**config.mk**
```make
export PLATFORM = sky130hd
export DESIGN_NAME = apb4_req_bridge
export DESIGN_NICKNAME = d
export VERILOG_FILES = /design/src/rtl/apb4_req_bridge_pkg.sv /design/src/rtl/apb4_timeout_cnt.sv /design/src/rtl/apb4_req_bridge.sv
export SDC_FILE = /design/constraint.sdc
export NUM_CORES = 1
export LEC_CHECK = 0
export CORE_UTILIZATION = 40
export DETAILED_ROUTE_END_ITERATION = 7
export PLACE_DENSITY_LB_ADDON = 0.2
export SYNTH_ARGS = -nofsm -noshare
export SYNTH_HDL_FRONTEND = slang
export SYNTH_SLANG_ARGS = --single-unit
```
**constraint.sdc**
```tcl
create_clock -name clk_i -period 5 [get_ports clk_i]
set_input_delay 1.5 -clock clk_i [delete_from_list [all_inputs] [get_ports clk_i]]
set_output_delay 1.5 -clock clk_i [all_outputs]
set_load 0.02 [all_outputs]
```
**src/rtl/apb4_req_bridge_pkg.sv**
```systemverilog
// Shared types and constants for the request-to-APB4 bridge.
// Holds the bridge FSM encoding and the default access timeout.
package apb4_req_bridge_pkg;

  typedef enum logic [1:0] {
    IDLE   = 2'd0,
    SETUP  = 2'd1,
    ACCESS = 2'd2,
    RESP   = 2'd3
  } state_e;

  localparam int unsigned DEFAULT_TIMEOUT = 256;

  // Counter width able to hold the values 0 .. limit-1 (limit >= 2).
  function automatic int unsigned cnt_width(input int unsigned limit);
    return (limit <= 2) ? 1 : $clog2(limit);
  endfunction

endpackage

```
**src/rtl/apb4_timeout_cnt.sv**
```systemverilog
// Access-phase watchdog: counts stalled ACCESS cycles and flags the last
// allowed one, so the bridge can abandon a slave that never responds.
module apb4_timeout_cnt
  import apb4_req_bridge_pkg::*;
#(
  parameter int unsigned LIMIT = DEFAULT_TIMEOUT
) (
  input  logic clk_i,
  input  logic rst_i,
  input  logic clear,
  input  logic enable,
  output logic expired
);

  localparam int unsigned W = cnt_width(LIMIT);
  localparam logic [W-1:0] LAST = W'(LIMIT - 1);

  logic [W-1:0] count;

  // NOTE: sequential state is written only with non-blocking assignments so
  // every flop samples pre-edge values regardless of block evaluation order.
  always_ff @(posedge clk_i or posedge rst_i) begin
    if (rst_i) begin
      count <= '0;
    end else if (clear) begin
      count <= '0;
    end else if (enable && !expired) begin
      count <= count + W'(1);
    end
  end

  assign expired = (count == LAST);

endmodule

```
**src/rtl/apb4_req_bridge.sv**
```systemverilog
// Converts a valid/ready request/response pair into single APB4 transfers,
// with a bounded ACCESS phase that ends in an error response on timeout.
module apb4_req_bridge
  import apb4_req_bridge_pkg::*;
#(
  parameter int unsigned ADDR_WIDTH = 32,
  parameter int unsigned DATA_WIDTH = 32,
  parameter int unsigned TIMEOUT    = DEFAULT_TIMEOUT
) (
  input  logic                    clk_i,
  input  logic                    rst_i,
  input  logic                    req_valid_i,
  output logic                    req_ready_o,
  input  logic                    req_write_i,
  input  logic [ADDR_WIDTH-1:0]   req_addr_i,
  input  logic [DATA_WIDTH-1:0]   req_wdata_i,
  input  logic [DATA_WIDTH/8-1:0] req_wstrb_i,
  output logic                    rsp_valid_o,
  input  logic                    rsp_ready_i,
  output logic [DATA_WIDTH-1:0]   rsp_rdata_o,
  output logic                    rsp_err_o,
  output logic [ADDR_WIDTH-1:0]   paddr_o,
  output logic [2:0]              pprot_o,
  output logic                    psel_o,
  output logic                    penable_o,
  output logic                    pwrite_o,
  output logic [DATA_WIDTH-1:0]   pwdata_o,
  output logic [DATA_WIDTH/8-1:0] pstrb_o,
  input  logic                    pready_i,
  input  logic [DATA_WIDTH-1:0]   prdata_i,
  input  logic                    pslverr_i
);

  localparam int unsigned STRB_WIDTH = DATA_WIDTH / 8;

  state_e                  state;
  state_e                  state_next;
  logic                    accept;
  logic                    tmo_expired;
  logic                    hold_write;
  logic [ADDR_WIDTH-1:0]   hold_addr;
  logic [DATA_WIDTH-1:0]   hold_wdata;
  logic [STRB_WIDTH-1:0]   hold_strb;
  logic [DATA_WIDTH-1:0]   rsp_rdata;
  logic                    rsp_err;

  assign accept = req_valid_i && req_ready_o;

  always_ff @(posedge clk_i or posedge rst_i) begin
    if (rst_i) begin
      state <= IDLE;
    end else begin
      state <= state_next;
    end
  end

  // NOTE: every signal assigned here gets a default first, so no path through
  // the case statement can leave one unassigned and infer a latch.
  always_comb begin
    state_next  = state;
    req_ready_o = 1'b0;
    psel_o      = 1'b0;
    penable_o   = 1'b0;
    rsp_valid_o = 1'b0;
    case (state)
      IDLE: begin
        req_ready_o = 1'b1;
        if (accept) state_next = SETUP;
      end
      SETUP: begin
        psel_o     = 1'b1;
        state_next = ACCESS;
      end
      ACCESS: begin
        psel_o    = 1'b1;
        penable_o = 1'b1;
        if (pready_i || tmo_expired) state_next = RESP;
      end
      RESP: begin
        rsp_valid_o = 1'b1;
        if (rsp_ready_i) state_next = IDLE;
      end
      default: state_next = IDLE;
    endcase
  end

  // Read requests carry zero data and strobes onto the bus.
  always_ff @(posedge clk_i or posedge rst_i) begin
    if (rst_i) begin
      hold_write <= 1'b0;
      hold_addr  <= '0;
      hold_wdata <= '0;
      hold_strb  <= '0;
    end else if (accept) begin
      hold_write <= req_write_i;
      hold_addr  <= req_addr_i;
      hold_wdata <= req_write_i ? req_wdata_i : '0;
      hold_strb  <= req_write_i ? req_wstrb_i : '0;
    end
  end

  // Slave response is only sampled on the completing ACCESS cycle; a ready
  // slave on the limit cycle wins over the timeout.
  always_ff @(posedge clk_i or posedge rst_i) begin
    if (rst_i) begin
      rsp_rdata <= '0;
      rsp_err   <= 1'b0;
    end else if (state == ACCESS) begin
      if (pready_i) begin
        rsp_rdata <= hold_write ? '0 : prdata_i;
        rsp_err   <= pslverr_i;
      end else if (tmo_expired) begin
        rsp_rdata <= '0;
        rsp_err   <= 1'b1;
      end
    end
  end

  apb4_timeout_cnt #(
    .LIMIT (TIMEOUT)
  ) u_timeout_cnt (
    .clk_i   (clk_i),
    .rst_i   (rst_i),
    .clear   (state == SETUP),
    .enable  ((state == ACCESS) && !pready_i),
    .expired (tmo_expired)
  );

  assign paddr_o     = hold_addr;
  assign pwrite_o    = hold_write;
  assign pwdata_o    = hold_wdata;
  assign pstrb_o     = hold_strb;
  assign pprot_o     = 3'b000;
  assign rsp_rdata_o = rsp_rdata;
  assign rsp_err_o   = rsp_err;

endmodule

```
==> metrics.txt, run 1 <==
Adder-Cell Fraction of Synth Area=1.422%; Critical Path, Cell by Cell=inv_1 -> ha_1 -> clkdlybuf4s50_1; compound-cell area share of the yosys netlist=12.35%; Post-Synthesis Cells=368; Clock Root Buffer=clkbuf_8; r2r startpoint=state[0]$_DFFE_PP0P_; DP Wirelength=8.207 mm; Final setup viols=0; CTS tree=built; syn avg cell area=11.95 µm²; cts hold-fix bufs=0; Min Hold Slack=485.4 ps; Distinct cells, synth=32; LEAKAGE=0.002962 µW; slowest stage delay, CP=680 ps; dpl cell area=0.006620 mm²; diode count=0; EDFF count, synth=0; Layout area overhead=54.62%; Worst Hold Class=register to register; nets=682; Worst path slowest cell=clkdlybuf4s50_1; worst-skew pair later-pin latency=370 ps; CTS H-tree depth=3; post-CTS setup buffers=0; GP Congestion=0.7581; Worst slew margin=15.48%; fin crit period=3433 ps; crit path kind=register to primary output; Max-Cap Viols=0; Post-Syn Area=0.004398 mm²; layout cells sized above 1=9.739%; via count=3536; Hold Path End=pwdata_o[25]$_DFFE_PP0P_; Top FF cell, synth=dfrtp_1; Met2 Wirelength=5.226 mm; VDD IR max=0.0003480 V; Setup crit end kind=primary output; Worst Reg2Reg Path Length in Cells=5; DRT met1 WL=4.854 mm; Final WS setup=1567 ps; Max Transition Viols Final=0; Core ar.=0.01051 mm²; top cell type by total area after synthesis=dfrtp_1; initial antenna violation count=0; pwr/cell area=616.1 mW/mm²; DRC=0; simple-gate share of the synthesized area=10.04%; Ports=216; Clock transition at path regs=100 ps; Yosys top cell area share=63.73%; startpoint types=register; Req. time, crit path=3500 ps; fmax=291.2 MHz; final period utilization=68.67%; hold path start=pwdata_o[25]$_DFFE_PP0P_; RSZ-0062 raised after global routing=false; DP Worst Slack=1461 ps; worst-margin pin slew=1266 ps; post-synthesis mux area share=9.161%; largest net degree at the start of global routing=106; Bufs and invs on worst path=2; post-synthesis xor/xnor area fraction=0.3983%; Pre-antenna DRT Iters=4; flops & latches, synth=112; delay-heaviest family, CP=buffers and inverters; Via density=4.973; top cells by area, synth=dfrtp_1 (64%), mux2_2 (8.4%), nand2_1 (6.7%); largest family of logic cells by synthesized area=compound AO/OA/AOI/OAI gates; Chip Height=106.9 µm; fin util=64.71%; status=complete, no violations; antenna viol nets, final=0; post-synthesis sequential area ratio=63.73%; Overflow after GRT=0; drt wl/cell=16.15 µm; skew final=7.405 ps; PortBufs=212; clk sink count=112; global-route wire length before repair=18.31 mm; WL met3=1.173 mm; CP arrival=1930 ps; gr usage total=20.82%; Filler cells=862; final count of hold timing violations=0; setup TNS=0 ps; Row Count=37; Initial Utilization=41.85%; Die W=106.9 µm; DR iter-0 viols=201; Detailed Route WL=11.48 mm; r2r setup slk=2640 ps; Critical Path Fanout Max=9; yosys warns=0; reg2reg end=rsp_rdata_o[28]$_DFFE_PP0P_; ys async rst share=100.0%; final non-filler cell area=0.006800 mm²; vias in the first global route=3694; clock tree buffer depth=2; clock buffers created by TritonCTS=9; hold path depth=2; die area=0.01142 mm²; top layer used by detailed routing=met4; Post-CTS Resized=0
worst register-to-register path: cells and delay by family, from the launching register on:
family                   cells  cell delay, ps
AND/OR/NAND/NOR              2            1100
buffers and inverters        1             100
flip-flops                   1             430
adder cells (fa/ha/maj)      1             360
AO/OA/AOI/OAI                1             310
registers in the layout, indices dropped and copies added, names as in the netlist:
| register | count |
|---|---|
| paddr_o | 32 |
| pwdata_o | 32 |
| rsp_rdata_o | 32 |
| u_timeout_cnt.count | 8 |
| pstrb_o | 4 |
| state | 2 |
| pwrite_o | 1 |
| rsp_err_o | 1 |
how the worst max path moves through the flow:
stage	slack [ps]	cells past startpoint	endpoint	start
floorplan	540	1	paddr_o[0]$_DFFE_PP0P_	rst_i
global placement	1540	4	rsp_rdata_o[12]$_DFFE_PP0P_	pready_i
detailed placement	1460	4	rsp_rdata_o[28]$_DFFE_PP0P_	pready_i
CTS	1520	3	penable_o	state[0]$_DFFE_PP0P_
global route	1460	3	penable_o	state[0]$_DFFE_PP0P_
finish	1570	3	penable_o	state[0]$_DFFE_PP0P_
synth_stat cells, drive strengths merged, types with 2 or more instances:
library cell / number
dfrtp: 112
nand2: 79
o21ai: 38
mux2: 34
a22o: 32
clkbuf: 14
buf: 12
nor2: 8
a21oi: 5
ha: 5
nand4: 4
inv: 3
nor2b: 3
mux2i: 2
nor3: 2
o31ai: 2
or4: 2
through the flow:
stage               std cells  total power (µW)
detailed placement        695              3702
floorplan                 370              2620
global placement          695              3636
finish                    711              4190
CTS                       711              4242
global route              711              4431
cell type report:
| cell class | count | area, µm² | share of cell area [%] |
|---|---|---|---|
| Inverter | 3 | 13.76 | 0.2024 |
| Clock inverter | 4 | 45.04 | 0.6624 |
| Sequential cell | 112 | 2803 | 41.21 |
| Timing Repair Buffer | 215 | 2145 | 31.54 |
| Multi-Input combinational cell | 229 | 1489 | 21.90 |
| Tap cell | 136 | 170.2 | 2.502 |
| Clock buffer | 12 | 135.1 | 1.987 |
layer usage:
layer	vias to the layer above	global-route usage [%]
met5	-	0
met4	0	8.513
met3	16	7.720
met2	165	32.67
met1	1694	25.95
li1	1661	-
power breakdown:
part / leakage (µW) / switching [µW] / internal [µW] / total [µW]
clock network: 0.0000941 / 295 / 231 / 525
logic: 0.00144 / 1050 / 1080 / 2120
registers: 0.00142 / 230 / 1310 / 1540
total: 0.00296 / 1570 / 2620 / 4190
cell families (layout without fill, tap and decap cells):
group           count (synthesis)  count (layout)
flops                         112             112
simple gates                  103             103
compound gates                 80              80
mux                            36              36
buf+inv                        29             234
fa+ha+maj                       5               5
xor+xnor                        2               2
other cells                     1               3
cells in the final DEF (no fill, tap or decap), drive strengths merged, types with 3 or more instances in the layout:
master         synthesis  routed
nand2                 79      79
mux2                  34      34
inv                    3       3
nor2                   8       8
o21ai                 38      38
a21oi                  5       5
ha                     5       5
nor2b                  3       3
a22o                  32      32
clkdlybuf4s50          0     212
conb                   1       3
clkbuf                14      12
clkinv                 0       3
buf                   12       3
nand4                  4       4
dfrtp                112     112
(Power assumes the default switching activity.)
==> run 2, diff against run 1 <==
--- a/config.mk
+++ b/config.mk
@@ -5,7 +5,7 @@
 export SDC_FILE = /design/constraint.sdc
 export NUM_CORES = 1
 export LEC_CHECK = 0
-export CORE_UTILIZATION = 40
+export CORE_UTILIZATION = 36
 export DETAILED_ROUTE_END_ITERATION = 7
 export PLACE_DENSITY_LB_ADDON = 0.2
 export SYNTH_ARGS = -nofsm -noshare
==> constraint.sdc (replaced) <==
create_clock -name clk_i -period 3.1 [get_ports clk_i]
set_input_delay 0.93 -clock clk_i [delete_from_list [all_inputs] [get_ports clk_i]]
set_output_delay 0.93 -clock clk_i [all_outputs]
set_load 0.02 [all_outputs]
==> run 2 against run 1 <==
Worst hold slack got worse by 1.4 ps. Final cell count increased by 2.0%. Sequential power is 61% higher. Die area up 11%. Clock skew is essentially flat. Sequential share of layout area decreased by 1.0 points. Via count shrank 0.85%. Register-to-register slack worse by 1500 ps. First-iteration DRC count is 53% lower. Global-route usage decreased by 3.1 points. Largest cell class unchanged.
==> metrics.txt, run 2 (synthesis results as in run 1) <==
DP Wirelength=7.921 mm (-3.5%); Clk pwr share=15.8% (+3.3 points); Initial Utilization=36.77% (-5.1 points); slowest stage delay, CP=690 ps (about the same); r2r setup slk=1160 ps (-1480 ps); Net Sw Power=2552 µW (+62%); die area=0.01266 mm² (+11%); Row Count=40 (+8.1%); Via density=4.836 (-2.8%); hold path depth=2 (unchanged); Bufs and invs on worst path=2 (unchanged); CTS H-tree depth=3 (unchanged); r2r startpoint=state[0]$_DFFE_PP0P_; Setup crit end kind=primary output; gr usage total=17.70% (-3.1 points); cts hold-fix bufs=0 (unchanged); Int Power=4495 µW (+72%); crit path kind=register to primary output; Worst Hold Class=register to register; Req. time, crit path=2170 ps (-1330 ps); initial antenna violation count=0 (unchanged); Max-Cap Viols=0 (unchanged); Die W=112.5 µm (+5.3%); layer with the highest usage=met2; via count=3506 (-0.85%); antenna viol nets, final=0 (unchanged); fin util=58.32% (-6.4 points); Worst slew margin=50.21% (+35 points); Core ar.=0.01196 mm² (+14%); skew final=7.336 ps (-0.06831 ps); reg2reg end=state[1]$_DFFE_PP0P_; Clock Root Buffer=clkbuf_16; PortBufs=212 (unchanged); Hold Path End=pwdata_o[25]$_DFFE_PP0P_; Post-CTS Resized=0 (unchanged); fmax=355.6 MHz; Ports=216 (unchanged); GP Congestion=0.7550 (-0.41%); commonest non-fill, non-tap cells in the layout=clkdlybuf4s50_1 (212), dfrtp_1 (112), nand2_1 (78); DR iter-0 viols=94 (-53%); VDD IR max=0.0004910 V (+41%); Power Total=7047 µW (+68%); CP arrival=1880 ps (-50 ps); global-route wire length before repair=17.62 mm (-3.7%); Sw Ratio=36.22% (-1.3 points); Max Transition Viols Final=0 (unchanged); Critical Path, Cell by Cell=inv_1 -> ha_1 -> clkdlybuf4s50_1; power share of the combinational group=49.1% (-1.6 points); Placed Cells=710 (+2.2%); clk sink count=112 (unchanged); FF+latch area=0.002803 mm² (unchanged); final period utilization=90.70%; met3 Usage GRT=6.210% (-1.5 points); setup TNS=0 ps (unchanged); commonest non-fill, non-tap cell in the layout=clkdlybuf4s50_1; Chip Height=112.5 µm (+5.3%); dpl cell area=0.006690 mm² (+1.1%); met1 Use GR=22.71% (-3.2 points); CTS tree=built; hold path start=pwdata_o[25]$_DFFE_PP0P_; worst-skew pair later-pin latency=340 ps (-30 ps); RSZ-0062 raised after global routing=false; GR Util met2=27.41% (-5.3 points); Worst path slowest cell=clkdlybuf4s50_1; Filler cells=1017 (+18%); Worst Reg2Reg Path Length in Cells=6 (+1); Layout area overhead=58.61%; startpoint types=register; Pre-antenna DRT Iters=4 (unchanged); Clock transition at path regs=70 ps (-30 ps); Overflow after GRT=0 (unchanged); final count of hold timing violations=0 (unchanged); Detailed Route WL=10.92 mm (-4.9%); nets=686 (+0.59%); Final setup viols=0 (unchanged); vias in the first global route=3519 (-4.7%); area of the multi-input gates=0.001489 mm² (unchanged); clock buffers created by TritonCTS=9 (unchanged); final non-filler cell area=0.006975 mm² (+2.6%); worst-margin pin slew=746.8 ps (-519.6 ps); post-CTS setup buffers=0 (unchanged); LEAKAGE=0.003030 µW (+2.3%); status=complete, no violations; delay-heaviest family, CP=buffers and inverters; largest net degree at the start of global routing=69 (-35%); Critical Path Fanout Max=9 (unchanged); pwr/cell area=1010 mW/mm² (+64%); layout cells sized above 1=10.55% (+0.81 points); DRC=0 (unchanged); fin cells=725 (+2.0%); Flop pwr share=35.1% (-1.7 points); drt wl/cell=15.07 µm (-6.7%); diode count=0 (unchanged); clock tree buffer depth=2 (unchanged); fin crit period=2812 ps
run 2: cell count changes in the layout (fill, tap and decap cells not counted):
cell,change
buf_12,+2
buf_4,+2
clkbuf_1,-2
clkbuf_16,+9
clkbuf_8,-9
clkinv_2,-1
clkinvlp_4,+2
inv_4,-1
inv_6,+1
run 2: worst register-to-register path, cell delays in order, from the launching register on:
cell and delay, ps:
dfrtp_1 400, inv_1 80, ha_1 320, nor2b_1 200, o21ai_1 220, nor3b_2 270
mux2_1 340
run 2: stage by stage:
stage                     setup WS (ps)  hold slack (ps)
after floorplan                   812.5            511.6
after global placement            515.6            460.4
after detailed placement          453.6            471.9
after CTS                         269.2            487.9
after global routing              213.0            503.9
final                             288.2            483.9
run 2: worst max path at each step:
stage,startpoint,to,cells past startpoint
floorplan,rst_i,paddr_o[0]$_DFFE_PP0P_,1
global placement,req_valid_i,pwdata_o[18]$_DFFE_PP0P_,4
detailed placement,req_valid_i,pwdata_o[20]$_DFFE_PP0P_,4
CTS,state[0]$_DFFE_PP0P_,penable_o,3
global route,state[0]$_DFFE_PP0P_,penable_o,3
finish,state[0]$_DFFE_PP0P_,penable_o,3
run 2: power by group through the flow:
| stage | Sequential [µW] | Combinational, µW | Clock (µW) |
|---|---|---|---|
| after CTS | 2480 | 3510 | 1160 |
| after global routing | 2570 | 3690 | 1210 |
| final | 2480 | 3460 | 1110 |
| after detailed placement | 2500 | 3480 | 0 |
| after global placement | 2470 | 3450 | 0 |
| after floorplan | 3250 | 976 | 0 |
run 2: cell type report:
| cell class | instances | share of cell area, % |
|---|---|---|
| inverters | 3 | 0.2152 |
| multi-input cells | 229 | 21.35 |
| flip-flops and latches | 112 | 40.18 |
| clock inverters | 5 | 0.8072 |
| clock buffers | 10 | 3.283 |
| well taps | 147 | 2.637 |
| repair buffers | 219 | 31.53 |
run 2: per-layer routing:
metal / wire, µm / up-vias
li1: - / 1670
met1: 4709 / 1664
met2: 4945 / 154
met3: 1025 / 18
met4: 245 / 0
met5: 0 / -
==> run 3, diff against run 2 <==
--- a/config.mk
+++ b/config.mk
@@ -6,6 +6,7 @@
 export NUM_CORES = 1
 export LEC_CHECK = 0
 export CORE_UTILIZATION = 36
+export CTS_CLUSTER_SIZE = 30
 export DETAILED_ROUTE_END_ITERATION = 7
 export PLACE_DENSITY_LB_ADDON = 0.2
 export SYNTH_ARGS = -nofsm -noshare
==> results of run 3 <==
The final DEF is identical to that of run 2; final timing and power are the same.
